--- config.mk ---
export PLATFORM = sky130hd
export DESIGN_NAME = decimal_keypad_encoder
export DESIGN_NICKNAME = d
export VERILOG_FILES = /design/src/rtl/decimal_keypad_encoder.sv
export SDC_FILE = /design/constraint.sdc
export NUM_CORES = 1
export LEC_CHECK = 0
export BUFFER_PORTS_ARGS = -buffer_cell sky130_fd_sc_hd__buf_2
export CORE_MARGIN = 2
export CORE_UTILIZATION = 51
export CTS_CLUSTER_SIZE = 28
export DETAILED_ROUTE_END_ITERATION = 6
export MAX_ROUTING_LAYER = met4
export PLACE_DENSITY = 0.86
export SETUP_SLACK_MARGIN = 0.15
export SLEW_MARGIN = 10
export SYNTH_ARGS = -nofsm -noshare
export SYNTH_HDL_FRONTEND = slang
export SYNTH_SLANG_ARGS = --single-unit
--- constraint.sdc ---
create_clock -name clk -period 1.79 [get_ports clk]
set_input_delay 0.0895 -clock clk [delete_from_list [all_inputs] [get_ports clk]]
set_output_delay 0.0895 -clock clk [all_outputs]
set_load 0.1 [all_outputs]
--- src/rtl/decimal_keypad_encoder.sv ---
// Decimal keypad encoder: debounces a 10-line one-hot keypad into BCD digits and collects up to four of them.
// Latency: key_valid is high for one cycle, DEBOUNCE_CYCLES edges after a clean press first appears.
// Backpressure: out_valid, out_bcd and out_count hold until out_ready is taken. Keys, enter and clr are ignored while they wait.
module decimal_keypad_encoder #(
  parameter int DEBOUNCE_CYCLES = 4
) (
  input  logic        clk,
  input  logic        rst,
  input  logic [9:0]  key,
  input  logic        enter,
  input  logic        clr,
  input  logic        out_ready,
  output logic        out_valid,
  output logic [15:0] out_bcd,
  output logic [2:0]  out_count,
  output logic        key_valid,
  output logic [3:0]  key_bcd,
  output logic        multi_err
);

  typedef enum logic [1:0] {
    S_IDLE     = 2'd0,
    S_DEBOUNCE = 2'd1,
    S_HELD     = 2'd2,
    S_OUT      = 2'd3
  } state_t;

  // Sample count that completes a debounce. The legal range 2..255 fits in the 8-bit counter.
  localparam logic [7:0] DB_TARGET = 8'(DEBOUNCE_CYCLES);

  state_t      r_state;
  logic [7:0]  r_cnt;        // consecutive identical samples seen so far
  logic [9:0]  r_latched;    // key pattern under debounce
  logic [15:0] r_buf;        // entered digits, newest in [3:0]
  logic [2:0]  r_count;      // digits held in r_buf, 0..4
  logic        r_out_valid;
  logic [15:0] r_out_bcd;
  logic [2:0]  r_out_count;
  logic        r_key_valid;
  logic [3:0]  r_key_bcd;
  logic        r_multi_err;

  logic        w_key_zero;
  logic        w_key_onehot;
  logic        w_key_multi;
  logic        w_key_same;
  logic [3:0]  w_key_code;
  logic [7:0]  w_cnt_next;
  logic        w_accept;
  logic        w_enter_take;
  logic [15:0] w_buf_shift;
  logic [2:0]  w_count_inc;

  // Classify the current key sample. Clearing the lowest set bit leaves zero only when exactly one bit was set.
  assign w_key_zero   = (key == 10'd0);
  assign w_key_onehot = !w_key_zero && ((key & (key - 10'd1)) == 10'd0);
  assign w_key_multi  = !w_key_zero && !w_key_onehot;
  assign w_key_same   = (key == r_latched);

  // Debounce progress. The new count is compared, so the first sample counts as one.
  assign w_cnt_next   = r_cnt + 8'd1;
  assign w_accept     = w_key_same && (w_cnt_next == DB_TARGET);

  // enter only counts when there is at least one digit to send.
  assign w_enter_take = enter && (r_count != 3'd0);

  // Digit buffer after an accept. The oldest digit falls off the top once four are held.
  assign w_buf_shift  = {r_buf[11:0], w_key_code};
  assign w_count_inc  = (r_count == 3'd4) ? 3'd4 : (r_count + 3'd1);

  // Encode the one-hot key lines to BCD. Bit k gives code k.
  always_comb begin
    w_key_code = 4'd0;
    for (int k = 0; k < 10; k++) begin
      if (key[k]) begin
        w_key_code = 4'(k);
      end
    end
  end

  // Keypad FSM: priority is reset, then the output hold, then clr, then enter, then key handling.
  always_ff @(posedge clk) begin
    if (rst) begin
      r_state     <= S_IDLE;
      r_cnt       <= 8'd0;
      r_latched   <= 10'd0;
      r_buf       <= 16'd0;
      r_count     <= 3'd0;
      r_out_valid <= 1'b0;
      r_out_bcd   <= 16'd0;
      r_out_count <= 3'd0;
      r_key_valid <= 1'b0;
      r_key_bcd   <= 4'd0;
      r_multi_err <= 1'b0;
    end else begin
      r_key_valid <= 1'b0;
      r_multi_err <= 1'b0;

      if (r_state == S_OUT) begin
        // Hold the result until it is taken. A key still down then goes to HELD, so it is not entered twice.
        if (out_ready) begin
          r_out_valid <= 1'b0;
          r_state     <= w_key_zero ? S_IDLE : S_HELD;
        end
      end else if (clr) begin
        r_buf     <= 16'd0;
        r_count   <= 3'd0;
        r_cnt     <= 8'd0;
        r_latched <= 10'd0;
        r_state   <= S_IDLE;
      end else if (w_enter_take) begin
        // The snapshot wins over a same-cycle accept. That pending key is dropped.
        r_out_bcd   <= r_buf;
        r_out_count <= r_count;
        r_out_valid <= 1'b1;
        r_buf       <= 16'd0;
        r_count     <= 3'd0;
        r_cnt       <= 8'd0;
        r_latched   <= 10'd0;
        r_state     <= S_OUT;
      end else begin
        case (r_state)
          S_IDLE: begin
            if (w_key_onehot) begin
              r_latched <= key;
              r_cnt     <= 8'd1;
              r_state   <= S_DEBOUNCE;
            end else if (w_key_multi) begin
              r_multi_err <= 1'b1;
            end
          end

          S_DEBOUNCE: begin
            if (w_key_same) begin
              if (w_accept) begin
                r_buf       <= w_buf_shift;
                r_count     <= w_count_inc;
                r_key_bcd   <= w_key_code;
                r_key_valid <= 1'b1;
                r_cnt       <= 8'd0;
                r_state     <= S_HELD;
              end else begin
                r_cnt <= w_cnt_next;
              end
            end else if (w_key_zero) begin
              r_cnt   <= 8'd0;
              r_state <= S_IDLE;
            end else if (w_key_onehot) begin
              r_latched <= key;
              r_cnt     <= 8'd1;
            end else begin
              r_cnt       <= 8'd0;
              r_multi_err <= 1'b1;
              r_state     <= S_IDLE;
            end
          end

          S_HELD: begin
            if (w_key_zero) begin
              r_state <= S_IDLE;
            end
          end

          default: begin
            r_state <= S_IDLE;
          end
        endcase
      end
    end
  end

  assign out_valid = r_out_valid;
  assign out_bcd   = r_out_bcd;
  assign out_count = r_out_count;
  assign key_valid = r_key_valid;
  assign key_bcd   = r_key_bcd;
  assign multi_err = r_multi_err;

endmodule

== After elaboration in Yosys (flattened, before gate mapping) ==
Cells that the tools add are included.

* Word-level logic and storage cells: 116
* Output and inout port bits: 26
* Register bits: 65
* Input port bits: 15

* Equal/unequal tests: 15
* Reductions and logical operators: 24
* Bitwise logic cells: 6
* Add/sub/neg operators: 3
* Multiplexer cells: 57

{| class="wikitable"
|+ Operator list
! cell !! number
|-
| $mux 16 || 5
|-
| $mux 10 || 5
|-
| $mux 8 || 5
|-
| $mux 4 || 8
|-
| $mux 2 || 11
|-
| $logic_not 10->1 || 2
|-
| $pmux 10 s2 || 1
|-
| $mux 3 || 6
|-
| $pmux 8 s2 || 1
|-
| $mux 1 || 13
|-
| $ne 4x4->1 const B || 3
|-
| $reduce_bool 3->1 || 4
|-
| $and 10x10->10 || 1
|-
| $eq 10x10->1 || 1
|-
| $ne 5x5->1 const B || 2
|-
| $sub 10x1->10 const B || 1
|-
| $reduce_and 3->1 || 3
|-
| $add 8x1->8 const B || 1
|-
| $eq 8x3->1 const B || 1
|-
| $reduce_and 4->1 || 2
|-
| $ne 7x7->1 const B || 1
|-
| $ne 6x6->1 const B || 1
|-
| $pmux 2 s3 || 1
|-
| $reduce_and 6->1 || 1
|-
| other kinds (16) || 25
|}

== Longest topological paths before layout ==
Gate-level depths: netlist (run 1).

* Depth after elaboration: 14
* Depth in mapped cells: 10
* Depth with buffers taken out: 9

== Worst setup path before layout (run 1) ==
OpenSTA, ideal clock, no wires.

* Path kind: reg2reg
* From: reg r_count[0]
* To: reg r_buf[14]
* Slack: -0.194 ns
* Data required time: 1.731 ns
* Stages on the path, launching flop included: 11
* Buffers on the path: 1
* Period minus slack after synthesis: 1.984 ns
* Arrival: 1.925 ns
* Setup time: 0.059 ns
* Path through: dfxtp_1 inv_1 ha_1 nand2b_1 a21oi_1 and2_1 and3_1 nand2_1 nor2_4 buf_6 a22o_1

* Longest elaborated chain between the ends: 4
* Elaborated cells on any way between the ends: 8
* Those cells by class: mux (2); reduce/logical (6)

{| class="wikitable"
|+ RTL lines
! what !! RTL line !! source
|-
| from (decl) || 35 || <nowiki>logic [2:0] r_count;</nowiki>
|-
| from (signal assigned) || 137 || <nowiki>r_count <= w_count_inc;</nowiki>
|-
| $reduce_bool 3->1 (*) || 65 || <nowiki>assign w_enter_take = enter && (r_count != 3'd0);</nowiki>
|-
| $logic_and 1x1->1 (*) || 65 ||
|-
| $reduce_bool 3->1 (no line) / $mux 16 (equally long branches) || n/a ||
|-
| $reduce_and 4->1 (no line) / $mux 16 (equally long branches) || n/a ||
|-
| to (signal assigned) || 136 || <nowiki>r_buf <= w_buf_shift;</nowiki>
|-
| to (decl) || 34 || <nowiki>logic [15:0] r_buf;</nowiki>
|}

Mark *: on every way between the ends. The rest lies on a longest branch, timed or not.
A chain may end at the register's enable or synchronous reset.

== Worst setup path after layout (run 1) ==
* From: reg r_latched[5]
* To: reg r_cnt[4]

* Longest elaborated chain between the ends: 7

{| class="wikitable"
|+ RTL lines
! what !! RTL line !! source
|-
| from (decl) || 33 || <nowiki>logic [9:0] r_latched;</nowiki>
|-
| from (signal assigned) || 125 || <nowiki>r_latched <= key;</nowiki>
|-
| from (signal assigned) || 149 || <nowiki>r_latched <= key;</nowiki>
|-
| $eq 10x10->1 (*) || 58 || <nowiki>assign w_key_same = (key == r_latched);</nowiki>
|-
| $logic_and 1x1->1 || 62 || <nowiki>assign w_accept = w_key_same && (w_cnt_next == DB_TARGET);</nowiki>
|-
| $mux 8 || 135 || <nowiki>if (w_accept) begin</nowiki>
|-
| $mux 8 (*) || 134 || <nowiki>if (w_key_same) begin</nowiki>
|-
| $pmux 8 s2 (*) || 122 || <nowiki>case (r_state)</nowiki>
|-
| $mux 8 (*) || 111 || <nowiki>end else if (w_enter_take) begin</nowiki>
|-
| $mux 8 (*) || 105 || <nowiki>end else if (clr) begin</nowiki>
|-
| to (signal assigned) || 143 || <nowiki>r_cnt <= w_cnt_next;</nowiki>
|-
| to (decl) || 32 || <nowiki>logic [7:0] r_cnt;</nowiki>
|}

Marked as above.

==> results of run 1 <==
[placed cells by master (no fill, tap or decap), types with 7 or more instances in the layout]
cell type / count
nand2_1: 58
dfxtp_1: 57
buf_4: 44
buf_2: 40
a21oi_1: 31
a22o_1: 17
buf_6: 17
nor2_1: 15
nand2b_1: 13
nand3_1: 9
clkbuf_8: 9
dfxtp_2: 8
inv_1: 7
o21ai_2: 7
o21ai_1: 7
[synthesized netlist by cell type (5+ instances only)]
cell      count
dfxtp_1      65
nand2_1      64
a21oi_1      34
nor2_1       18
a22o_1       17
nand2b_1     14
clkbuf_1     12
o21ai_0      12
nand3_1      11
xnor2_1       9
nor3_1        8
inv_1         7
a211oi_1      5
a31oi_1       5
and3_1        5
buf_2         5
o21ai_1       5
[per-stage QoR]
| stage | setup slack, ns | cell area, µm² |
|---|---|---|
| after global routing | -0.327 | 4250 |
| after detailed placement | -0.217 | 3590 |
| final | -0.232 | 4250 |
| after global placement | -0.139 | 3590 |
| after CTS | -0.205 | 4050 |
| after floorplan | -0.0933 | 3080 |
[timing repair]
action                     CTS  global route
setup endpoints to repair   46            64
setup buffers               12             3
pin swaps                   30            19
cloned                       4             2
resized for setup           39            37
[power by group]
group | switching, mW | leakage [nW] | internal (mW) | total (mW)
Combinational | 0.159 | 1.06 | 0.0975 | 0.257
Clock | 0.645 | 0.100 | 0.655 | 1.30
Sequential | 0.00542 | 0.528 | 1.45 | 1.45
[cells by family (layout without fill, tap and decap cells)]
kind of cell,Yosys count,after routing,share of synthesized area [%]
multiplexers,3,3,0.985
XOR/XNOR,12,12,3.45
adder cells (fa/ha/maj),3,3,1.23
AO/OA/AOI/OAI,102,102,23.4
flip-flops,65,65,42.7
AND/OR/NAND/NOR,141,143,23.4
buffers and inverters,30,126,4.84
[layout make-up]
| cell class | instances | area share (%) |
|---|---|---|
| clock buffer | 9 | 2.91 |
| tap | 75 | 2.21 |
| clock inverter | 7 | 1.82 |
| inverter | 7 | 0.618 |
| timing repair buffer | 103 | 18.0 |
| sequential | 65 | 30.8 |
| multi-input combinational | 263 | 43.6 |
[layer usage]
layer  track usage [%]  up-vias  wire (µm)
met5                 -        -          0
met4              13.4        0        354
met3              8.22       51        686
met2              46.6      177       4750
met1              32.0     1520       3710
li1                  -     1446          -
[critical path: stages (launching register included)]
cell	delay, ns
dfxtp_2	0.36
xnor2_2	0.11
nand4_1	0.16
nor4_4	0.41
and3_4	0.29
buf_6	0.11
buf_6	0.12
nand2_1	0.06
o31a_1	0.29
o21ai_1	0.07
[flip-flops by register name, summed over array words and instances, names as in the netlist, 2 cells and up]
name	cells
r_cnt	8
out_count	3
out_bcd	16
r_state	2
r_latched	10
key_bcd	4
r_buf	16
r_count	3
[worst paths after layout]
kind / startpoint / slack [ns] / cells after the start / endpoint
hold reg to reg: out_bcd[11] / 0.45 / 2 / out_bcd[11]
hold / removal: key[6] / 0.03 / 3 / r_latched[6]
setup / recovery: r_latched[5] / -0.23 / 9 / r_cnt[4]
setup reg to reg: r_latched[5] / -0.23 / 9 / r_cnt[4]
==> impl_metrics.env, run 1 <==
export IMPL_ios=41
export IMPL_dieArea_um2=6610
export IMPL_synth_seq_area_share_pct=42.7
export IMPL_synth_area_leader_cell="dfxtp_1"
export IMPL_clk_latency_ns=0.35
export IMPL_fp_dieW_um=81.3
export IMPL_ir_worst_vdd_mv=0.818
export IMPL_violations="setup timing"
export IMPL_globalRoute_totalOverflow=0
export IMPL_ys_ff_latch=65
export IMPL_worst_ep_required_time_ns=2.08
export IMPL_vias_per_cell=6.04
export IMPL_rsz0062_at_grt="true"
export IMPL_tns_ns=-7.72
export IMPL_routabilityCongestion=0.951
export IMPL_nets=467
export IMPL_synth_edff_count=0
export IMPL_critPathKind="reg -> reg"
export IMPL_numCtsBuffers=9
export IMPL_final_core_util_pct=72.7
export IMPL_wl_per_cell_um=18.0
export IMPL_die_h_um=81.3
export IMPL_yosysTopAreaCellShare_pct=42.7
export IMPL_hold_viol=0
export IMPL_grt_pass1_vias=2921
export IMPL_fin_crit_sh_pct=113
export IMPL_clock_sinks=65
export IMPL_drc=0
export IMPL_cp_arrival_ns=2.31
export IMPL_slew_limit_headroom_pct=58.1
export IMPL_power_density_nw_per_um2=708
export IMPL_layout_drive_gt1_share_pct=41.0
export IMPL_antenna_found_initial=0
export IMPL_synth_nets=374
export IMPL_final_cells=529
export IMPL_grt_usage_pct=28.5
export IMPL_report_final_slew_viol_count=0
export IMPL_drt_initial_drc_count=285
export IMPL_placed_cells=492
export IMPL_synth_distinct_cells=53
export IMPL_cts_max_path_buffers=2
export IMPL_areaGrowthSynthToFinish_pct=39.6
export IMPL_hold_buffers=0
export IMPL_fin_total_pwr_mw=3.01
export IMPL_startpoint_type="flop"
export IMPL_cts_tree="built"
export IMPL_place_hpwl_mm=5.15
export IMPL_multi_input_area_um2=1850
export IMPL_maxCapViolations=0
export IMPL_status="complete, but fails checks"
export IMPL_htreeDepth=3
export IMPL_routed_wl_mm=9.50
export IMPL_crit_fanout=7
export IMPL_core_um2=5850
export IMPL_root_buffer="clkbuf_8"
export IMPL_grt_max_degree=30
export IMPL_synth_area_leaders="dfxtp_1 (43%), nand2_1 (7.9%), a21oi_1 (5.6%)"
export IMPL_worst_setup_path_end_kind="flop"
export IMPL_fill_cells=368
export IMPL_finalSetupViolations=43
export IMPL_power_leakage_nw=1.68
export IMPL_synthCells=356
export IMPL_io_buffers=40
export IMPL_fmax_mhz=495
export IMPL_rows=28
export IMPL_n_antenna_cell=0
export IMPL_avgSynthCellArea_um2=8.56
export IMPL_tightestPinTransition_ns=0.628
export IMPL_area_sequential_um2=1310
export IMPL_syn_area_um2=3050
export IMPL_first_pass_iters=6
export IMPL_ant_nets=0
export IMPL_start_util_pct=52.1
export IMPL_ys_dominant_reg_cell="dfxtp_1"
export IMPL_fin_crit_ns=2.02
export IMPL_fin_skew_ns=0.0142
export IMPL_grt_pass1_wl_mm=13.8
export IMPL_async_flop_share_pct=0
export IMPL_setup_slack_ns=-0.232
export IMPL_yosys_warnings=0
export IMPL_hp_class="in -> reg"
export IMPL_dr_total_vias=3194
export IMPL_worst_hold_slack_ns=0.0326
export IMPL_clkTransAtPathRegs_ns=0.08
No activity file was read; power rests on OpenSTA's default activity.
==> run 2, diff against run 1 <==
ABC_AREA = 1   (was unset)
CORE_UTILIZATION = 52   (was 51)
PLACE_DENSITY = 0.87   (was 0.86)
RECOVER_POWER = 50   (was unset)
==> impl_metrics.env, run 2 <==
export IMPL_clock_sinks=65
export IMPL_die_h_um=83.4
export IMPL_finalSetupViolations=16
export IMPL_hold_viol=0
export IMPL_nets=590
export IMPL_violations="DRC, setup timing"
export IMPL_async_flop_share_pct=0
export IMPL_tightestPinTransition_ns=0.568
export IMPL_grt_usage_pct=30.4
export IMPL_ir_worst_vdd_mv=0.651
export IMPL_dr_total_vias=3888
export IMPL_synth_common_cells="nand2_1 (121), nor2_1 (83), dfxtp_1 (65)"
export IMPL_fin_skew_ns=0.00901
export IMPL_crit_fanout=5
export IMPL_syn_area_um2=3280
export IMPL_power_leakage_nw=2.05
export IMPL_clk_latency_ns=0.36
export IMPL_fin_crit_sh_pct=107
export IMPL_synth_top_family_by_area="simple AND/OR/NAND/NOR gates"
export IMPL_areaGrowthSynthToFinish_pct=38.5
export IMPL_hold_path_depth=4
export IMPL_core_um2=6030
export IMPL_synthCells=490
export IMPL_avgSynthCellArea_um2=6.70
export IMPL_grt_pass1_vias=3586
export IMPL_fin_area_um2=4540
export IMPL_drt_initial_drc_count=447
export IMPL_grt_pass1_wl_mm=16.7
export IMPL_clkTransAtPathRegs_ns=0.08
export IMPL_startpoint_type="flop"
export IMPL_maxCapViolations=0
export IMPL_hold_buffers=0
export IMPL_dieArea_um2=6960
export IMPL_critPathKind="reg -> reg"
export IMPL_cp_arrival_ns=2.20
export IMPL_wl_per_cell_um=17.3
export IMPL_numCtsBuffers=9
export IMPL_io_buffers=40
export IMPL_ant_nets=0
export IMPL_cts_tree="built"
export IMPL_final_cell_mix="nand2_1 (87), nor2_1 (77), dfxtp_1 (53)"
export IMPL_r2r_cells=9
export IMPL_synth_nets=508
export IMPL_fill_cells=376
export IMPL_ys_ff_latch=65
export IMPL_fmax_mhz=520
export IMPL_root_buffer="clkbuf_8"
export IMPL_mostFrequentLayoutCell="nand2_1"
export IMPL_synth_seq_area_share_pct=39.7
export IMPL_ios=41
export IMPL_antenna_found_initial=0
export IMPL_start_util_pct=54.4
export IMPL_routed_wl_mm=11.3
export IMPL_fin_total_pwr_mw=3.87
export IMPL_synth_xor_area_share_pct=1.87
export IMPL_vias_per_cell=5.96
export IMPL_synth_adder_area_share_pct=1.14
export IMPL_synthSimpleGateAreaFrac_pct=34.5
export IMPL_synth_area_leaders="dfxtp_1 (40%), nand2_1 (14%), nor2_1 (9.5%)"
export IMPL_synth_edff_count=0
export IMPL_fp_dieW_um=83.4
export IMPL_dp_slack_ns=-0.0301
export IMPL_placed_cells=600
export IMPL_grt_max_degree=28
export IMPL_layout_drive_gt1_share_pct=41.1
export IMPL_htreeDepth=3
export IMPL_first_pass_iters=7
export IMPL_cts_max_path_buffers=2
export IMPL_routabilityCongestion=0.936
export IMPL_slew_limit_headroom_pct=62.3
export IMPL_drc=1
export IMPL_yosys_warnings=0
export IMPL_rsz0062_at_grt="true"
export IMPL_hp_class="in -> reg"
export IMPL_setup_slack_ns=-0.133
export IMPL_final_cells=652
export IMPL_worst_ep_required_time_ns=2.06
export IMPL_power_density_nw_per_um2=851
export IMPL_fin_crit_ns=1.92
export IMPL_place_hpwl_mm=5.40
export IMPL_yosys_mux_area_fraction_pct=0
export IMPL_synth_distinct_cells=34
export IMPL_yosysTopAreaCellShare_pct=39.7
export IMPL_rows=28
export IMPL_status="complete, but fails checks"
export IMPL_postPlaceCellArea_um2=3630
export IMPL_worst_setup_path_end_kind="flop"
export IMPL_worst_hold_slack_ns=0.111
export IMPL_synth_area_leader_cell="dfxtp_1"
export IMPL_report_final_slew_viol_count=0
export IMPL_ys_dominant_reg_cell="dfxtp_1"
export IMPL_post_synth_top_count_cell="nand2_1"
export IMPL_synth_compound_area_share_pct=14.1
export IMPL_n_antenna_cell=0
export IMPL_globalRoute_totalOverflow=0
-- run 2: cell count changes after synthesis, moves of 12 or more --
| cell | previous run | this run |
|---|---|---|
| inv_1 | 7 | 36 |
| nand2_2 | 0 | 12 |
| nand2_1 | 64 | 121 |
| inv_2 | 0 | 12 |
| o21ai_0 | 12 | 30 |
| nand3_1 | 11 | 27 |
| nor2_1 | 18 | 83 |
| nand2b_1 | 14 | 0 |
| a22o_1 | 17 | 0 |
-- run 2: through the flow --
step / utilization (%) / setup TNS (ns)
3_3_place_gp: 60.3 / 0
6_report: 75.4 / -0.571
4_1_cts: 71.2 / 0
3_5_place_dp: 60.3 / -0.325
2_1_floorplan: - / 0
5_1_grt: 75.4 / -2.99
-- run 2: worst max-delay path, cell delays in order, from the launching register on --
cell	delay (ns)
dfxtp_1	0.46
inv_1	0.09
nor2_1	0.15
nand2_1	0.11
nor3_1	0.38
nand3_2	0.17
buf_4	0.18
inv_2	0.07
a21oi_1	0.07
nor3_1	0.14
-- run 2: final cells by class --
| cell class | count | area, µm² | area share (%) |
|---|---|---|---|
| clock buffer | 10 | 138 | 3.03 |
| clock inverter | 6 | 67.6 | 1.49 |
| inverter | 50 | 218 | 4.79 |
| multi-input combinational | 357 | 2060 | 45.3 |
| sequential | 65 | 1330 | 29.2 |
| tap | 75 | 93.8 | 2.06 |
| timing repair buffer | 86 | 612 | 13.5 |
| timing repair inverter | 3 | 31.3 | 0.688 |
-- run 2: what timing repair did --
action	CTS	global route
setup buffers	24	7
setup endpoints to repair	46	63
cloned	5	0
resized for setup	74	66
pin swaps	19	24
endpoints found under the hold margin	0	0
-- run 2: power by group --
group,switching (mW),total [mW],internal (mW)
clock network,0.624,1.31,0.682
logic,0.638,0.951,0.313
registers,0.0832,1.61,1.53
-- run 2: logic make-up (layout without fill, tap and decap cells) --
group	after synthesis	after routing
fa+ha+maj	3	3
compound gates	83	83
simple gates	264	264
xor+xnor	7	7
buf+inv	68	155
flops	65	65
-- run 2: worst paths after layout --
| kind | start | to | slack [ns] |
|---|---|---|---|
| setup / recovery | r_state[0] | r_cnt[2] | -0.13 |
| hold / removal | out_ready | out_valid | 0.11 |
| setup reg to reg | r_state[0] | r_cnt[2] | -0.13 |
| hold reg to reg | key_bcd[2] | key_bcd[2] | 0.47 |
-- run 2: layer usage --
layer	track usage, %	wire length, µm	vias to the layer above	share of wire [%]
met1	34.5	4110	1778	37
met4	15.4	673	0	6.0
met3	6.56	1030	87	9.1
met5	-	0	-	0
met2	50.7	5440	289	48
li1	-	-	1734	-
